<file path="config.mk">
export PLATFORM = sky130hd
export DESIGN_NAME = wb_port_arbiter
export DESIGN_NICKNAME = d
export VERILOG_FILES = /design/src/rtl/wb_arb_pkg.sv /design/src/rtl/wb_port_arbiter_rr_arbiter.sv /design/src/rtl/wb_port_arbiter.sv
export SDC_FILE = /design/constraint.sdc
export NUM_CORES = 1
export LEC_CHECK = 0
export BUFFER_PORTS_ARGS = -buffer_cell sky130_fd_sc_hd__buf_2
export CORE_ASPECT_RATIO = 2
export CORE_UTILIZATION = 37
export CTS_BUF_LIST = sky130_fd_sc_hd__clkbuf_4
export DETAILED_ROUTE_END_ITERATION = 8
export HOLD_SLACK_MARGIN = 0.12
export PLACE_DENSITY = 0.84
export SYNTH_ARGS = -nofsm -noshare
export SYNTH_HDL_FRONTEND = slang
export SYNTH_SLANG_ARGS = --single-unit
</file>
<file path="constraint.sdc">
create_clock -name clk -period 2.35 [get_ports clk]
set_input_delay 0.47 -clock clk [delete_from_list [all_inputs] [get_ports clk]]
set_output_delay 0.47 -clock clk [all_outputs]
set_load 0.1 [all_outputs]
</file>
<file path="src/rtl/wb_arb_pkg.sv">
// Shared types and default sizing for the write-back port arbiter.
// The structs are sized from the package defaults.
package wb_arb_pkg;
  localparam int NUM_REQ_DEFAULT = 4;
  localparam int ADDR_DEFAULT    = 5;
  localparam int WIDTH_DEFAULT   = 32;
  localparam int REQ_ID_W        = $clog2(NUM_REQ_DEFAULT);

  typedef struct packed {
    logic [ADDR_DEFAULT-1:0]  rd;
    logic [WIDTH_DEFAULT-1:0] data;
  } wb_req_t;

  typedef struct packed {
    logic                     valid;
    logic                     we;
    logic [ADDR_DEFAULT-1:0]  rd;
    logic [WIDTH_DEFAULT-1:0] data;
    logic [REQ_ID_W-1:0]      src;
  } wb_out_t;
endpackage

</file>
<file path="src/rtl/wb_port_arbiter_rr_arbiter.sv">
// Round-robin arbiter that owns the priority pointer.
// The pointer advances only on an accepted grant.
module rr_arbiter #(
  parameter int NUM_REQ = 4,
  localparam int ID_W   = $clog2(NUM_REQ)
) (
  input  logic               clk,
  input  logic               rst,
  input  logic [NUM_REQ-1:0] req,
  input  logic               enable,
  input  logic               accept,
  output logic [NUM_REQ-1:0] grant,
  output logic [ID_W-1:0]    win
);
  logic [ID_W-1:0] ptr_r;
  logic [ID_W-1:0] win_s;
  logic            found_s;

  // Search for the first valid request starting at ptr, wrapping around
  always_comb begin
    int idx;
    idx     = 0;
    found_s = 1'b0;
    win_s   = ptr_r;
    for (int k = 0; k < NUM_REQ; k++) begin
      idx = int'(ptr_r) + k;
      if (idx >= NUM_REQ) begin
        idx = idx - NUM_REQ;
      end else begin
        idx = idx;
      end
      if (!found_s && req[ID_W'(idx)]) begin
        found_s = 1'b1;
        win_s   = ID_W'(idx);
      end else begin
        found_s = found_s;
      end
    end
  end

  // One-hot grant for the winner when arbitration is enabled
  always_comb begin
    grant = {NUM_REQ{1'b0}};
    if (enable && found_s) begin
      grant[win_s] = 1'b1;
    end else begin
      grant = {NUM_REQ{1'b0}};
    end
  end

  // Priority pointer moves just past the unit that transferred
  always_ff @(posedge clk) begin
    if (rst) begin
      ptr_r <= {ID_W{1'b0}};
    end else if (accept) begin
      ptr_r <= (win_s == ID_W'(NUM_REQ - 1)) ? {ID_W{1'b0}} : win_s + ID_W'(1);
    end else begin
      ptr_r <= ptr_r;
    end
  end

  assign win = win_s;
endmodule

</file>
<file path="src/rtl/wb_port_arbiter.sv">
// Write-back port arbiter: round-robin selection of one completing unit
// per cycle, registered onto the single register-file write port.
module wb_port_arbiter
  import wb_arb_pkg::*;
#(
  parameter int NUM_REQ = NUM_REQ_DEFAULT,
  parameter int ADDR    = ADDR_DEFAULT,
  parameter int WIDTH   = WIDTH_DEFAULT
) (
  input  logic                          clk,
  input  logic                          rst,
  input  logic [NUM_REQ-1:0]            req_valid,
  input  logic [NUM_REQ-1:0][ADDR-1:0]  req_rd,
  input  logic [NUM_REQ-1:0][WIDTH-1:0] req_data,
  output logic [NUM_REQ-1:0]            req_ready,
  input  logic                          wb_stall,
  output logic                          reg_write,
  output logic [ADDR-1:0]               Write_reg,
  output logic [WIDTH-1:0]              Write_Data,
  output logic                          wb_valid,
  output logic [$clog2(NUM_REQ)-1:0]    wb_src
);
  localparam int ID_W = $clog2(NUM_REQ);

  logic [NUM_REQ-1:0] grant_s;
  logic [ID_W-1:0]    win_s;
  logic               xfer_s;
  logic               enable_s;
  wb_req_t            sel_s;
  wb_out_t            out_r;

  // Grants are suppressed during reset so no request is consumed then
  assign enable_s = !wb_stall && !rst;

  rr_arbiter #(.NUM_REQ(NUM_REQ)) u_rr (
    .clk    (clk),
    .rst    (rst),
    .req    (req_valid),
    .enable (enable_s),
    .accept (xfer_s),
    .grant  (grant_s),
    .win    (win_s)
  );

  assign req_ready = grant_s;
  assign xfer_s    = |(req_valid & grant_s);

  // Winner data mux
  always_comb begin
    sel_s.rd   = req_rd[win_s];
    sel_s.data = req_data[win_s];
  end

  // Output register; x0 writes consume the slot but keep reg_write low
  always_ff @(posedge clk) begin
    if (rst) begin
      out_r <= '{valid: 1'b0, we: 1'b0, rd: {ADDR{1'b0}}, data: {WIDTH{1'b0}}, src: {ID_W{1'b0}}};
    end else begin
      out_r.valid <= xfer_s;
      out_r.we    <= xfer_s && (sel_s.rd != ADDR'(0));
      if (xfer_s) begin
        out_r.rd   <= sel_s.rd;
        out_r.data <= sel_s.data;
        out_r.src  <= win_s;
      end else begin
        out_r.rd   <= out_r.rd;
        out_r.data <= out_r.data;
        out_r.src  <= out_r.src;
      end
    end
  end

  assign wb_valid   = out_r.valid;
  assign reg_write  = out_r.we;
  assign Write_reg  = out_r.rd;
  assign Write_Data = out_r.data;
  assign wb_src     = out_r.src;
endmodule

</file>
==> impl_metrics.ini <==
[critical_path]
crit_slowest_cell = o41ai_4
cp-start-kind = register
crit_family = compound AO/OA/AOI/OAI gates
path_cells = nor2b_4, o41ai_4, ha_4, inv_2, nor2_4, buf_12
crit_fanout = 4
worstSetupEndpointType = primary output
crit_required_ps = 1880
cp_num_buf_inv = 2
cp.arrival_ps = 1800
cpPeakStageDelay_ps = 460
crit_type = register to primary output

[final_layout]
syn_to_final_growth_pct = 59.4
largest_reg_flops = 32
final_core_util_pct = 61.0
final_nets = 620
final_layout_size_suffix_gt1_share_pct = 61.9

[worst_hold_path]
holdCritPathClass = register to register

[drt]
drtAntennaViolNets = 0
drtIter0Drc = 126
drc = 0
vias = 2843
wire_per_inst_um = 15.2
drtPass1Iterations = 5
wl_um = 8460
viasPerCell = 5.12

[grt]
grt_max_degree = 42
grt_pass1_vias = 2838
grt_use_total_pct = 24.1
antenna_found_initial = 2
grt_pass1_wl_um = 12700
grt-ovfl-total = 0

[yosys]
synth_top_cells_by_area = dfxtp_1 34%, mux4_2 33%, nand2_1 12%
ys.flop_type = dfxtp_1
syn_avg_cell_area_um2 = 9.86
synth-seq-area-share_pct = 34.2
synth_top_family_by_area = multiplexers
synth_xor_area_share_pct = 0
muxShareOfSynthArea_pct = 33.2
syn_nets = 411
ys_ff_latch = 43
synth_commonest_cells = 80 x nand2_1, 43 x dfxtp_1, 41 x a21oi_1
synth_fa_ha_area_share_pct = 0.498
synth_cell_types = 24
synthesis.area_um2 = 2510
synth_edf_count = 0
yosysTopAreaCell = dfxtp_1
synth_compound_area_share_pct = 11.1
synthCells = 255
yosys_warnings = 0
synthSimpleGateAreaFrac_pct = 16.0
yosysMostFrequentCell = nand2_1
synth-async-reset-ratio_pct = 0
netlist.area_leader.share_pct = 34.2

[place]
hpwl_um = 7000
post-place-ws_ps = -18.3
numPortBuffers = 199
globalplace.congestion = 0.906

[clock_tree]
clockBufferDepth = 2
htreeDepth = 2
root_buffer = clkbuf_4
cts_buffers = 5
clock-sinks = 43
cts_hold_buf = 0
cts.reportedPaths.clkPinSlew_ps = 120
clkLatencyLatePin_ps = 380
cts_tree = built

[floorplanning]
start_util_pct = 38.3
rows = 42
die_h_um = 119
io_pins = 200
dieArea_um2 = 7150
fp.dieW_um = 60.3
coreArea_um2 = 6570

[power]
peakVddDrop_mv = 0.345
p_per_area_nw_per_um2 = 601
p_leak_nw = 1.87

[sta]
slew_headroom_pct = 65.1
worst_pin_slew_ps = 527
period_minus_slack_ps = 2270
post-route-period-util_pct = 96.8
skew_ps = 17.0
setup_ws_ps = 75.5
hold_viol = 0
finalMaxSlewViolations = 0
fmax_mhz = 440
rsz0062_at_grt = true
setup_viol = 0

[flow_run]
maxCapViolCount = 0

[run_status]
status = finished clean
==> worst min-delay path: stages (launching register included) <==
cell and delay (ps):
dfxtp_1 330, nand2_1 50, a21oi_1 50
==> logic make-up after synthesis <==
kind of cell             after synthesis
flip-flops                            43
buffers and inverters                 25
AND/OR/NAND/NOR                      101
adder cells (fa/ha/maj)                1
multiplexers                          37
AO/OA/AOI/OAI                         48
==> layer usage <==
layer  GRT usage, %  vias up  wire length (um)
met5              0        -                 0
met4           13.4        0               303
met3           4.60       20               457
met2           44.6      126              4930
met1           22.9     1357              2770
li1               -     1340                 -
==> layout by cell type (no fill, tap or decap), types with 3 or more instances in the layout <==
master	count
a21oi_1	40
buf_12	10
buf_2	195
buf_4	17
clkbuf_4	5
dfxtp_1	41
mux4_2	37
nand2_1	80
nor2_1	7
nor3_1	3
==> timing repair <==
action / CTS / global route
endpoints found under the setup margin: 4 / 4
pin swaps: 2 / 2
hold endpoints to repair: 0 / 0
setup buffers: 1 / 3
resized for setup: 7 / 5
==> where the power goes <==
group | switching, mW | leakage (nW) | internal [mW]
combinational | 0.680 | 1.48 | 0.441
sequential | 0.0289 | 0.353 | 0.781
clock | 0.253 | 0.0452 | 0.224
==> path summary, 6_finish.rpt <==
| kind | start | end | slack (ps) | depth (start not counted) |
|---|---|---|---|---|
| setup / recovery | u_rr.ptr_r[0]$_SDFFE_PP0P_ | req_ready[3] | 80 | 6 |
| hold / removal | Write_Data[8]$_SDFFE_PP0P_ | Write_Data[8]$_SDFFE_PP0P_ | 460 | 2 |
| setup reg to reg | u_rr.ptr_r[0]$_SDFFE_PP0P_ | Write_Data[15]$_SDFFE_PP0P_ | 270 | 7 |
| hold reg to reg | Write_Data[8]$_SDFFE_PP0P_ | Write_Data[8]$_SDFFE_PP0P_ | 460 | 2 |
==> area by class of cell <==
cell class	instances	area, um^2
Antenna cell	2	5.00
Clock buffer	5	37.5
Clock inverter	3	43.8
Fill cell	560	2560
Inverter	4	15.0
Multi-Input combinational cell	187	1610
Sequential cell	43	868
Tap cell	88	110
Timing Repair Buffer	223	1320
==> through the flow <==
stage	setup TNS, ps	instance area [um^2]	power, mW	hold slack (ps)	std cells
3_5_place_dp	-42.4	3860	1.93	443	541
5_1_grt	-26.4	4010	2.51	481	555
4_1_cts	-22.9	3970	2.42	461	550
6_report	0	4010	2.41	461	555
2_1_floorplan	-196	2570	1.61	488	255
3_3_place_gp	0	3860	1.91	439	541
(Power assumes the default switching activity.)
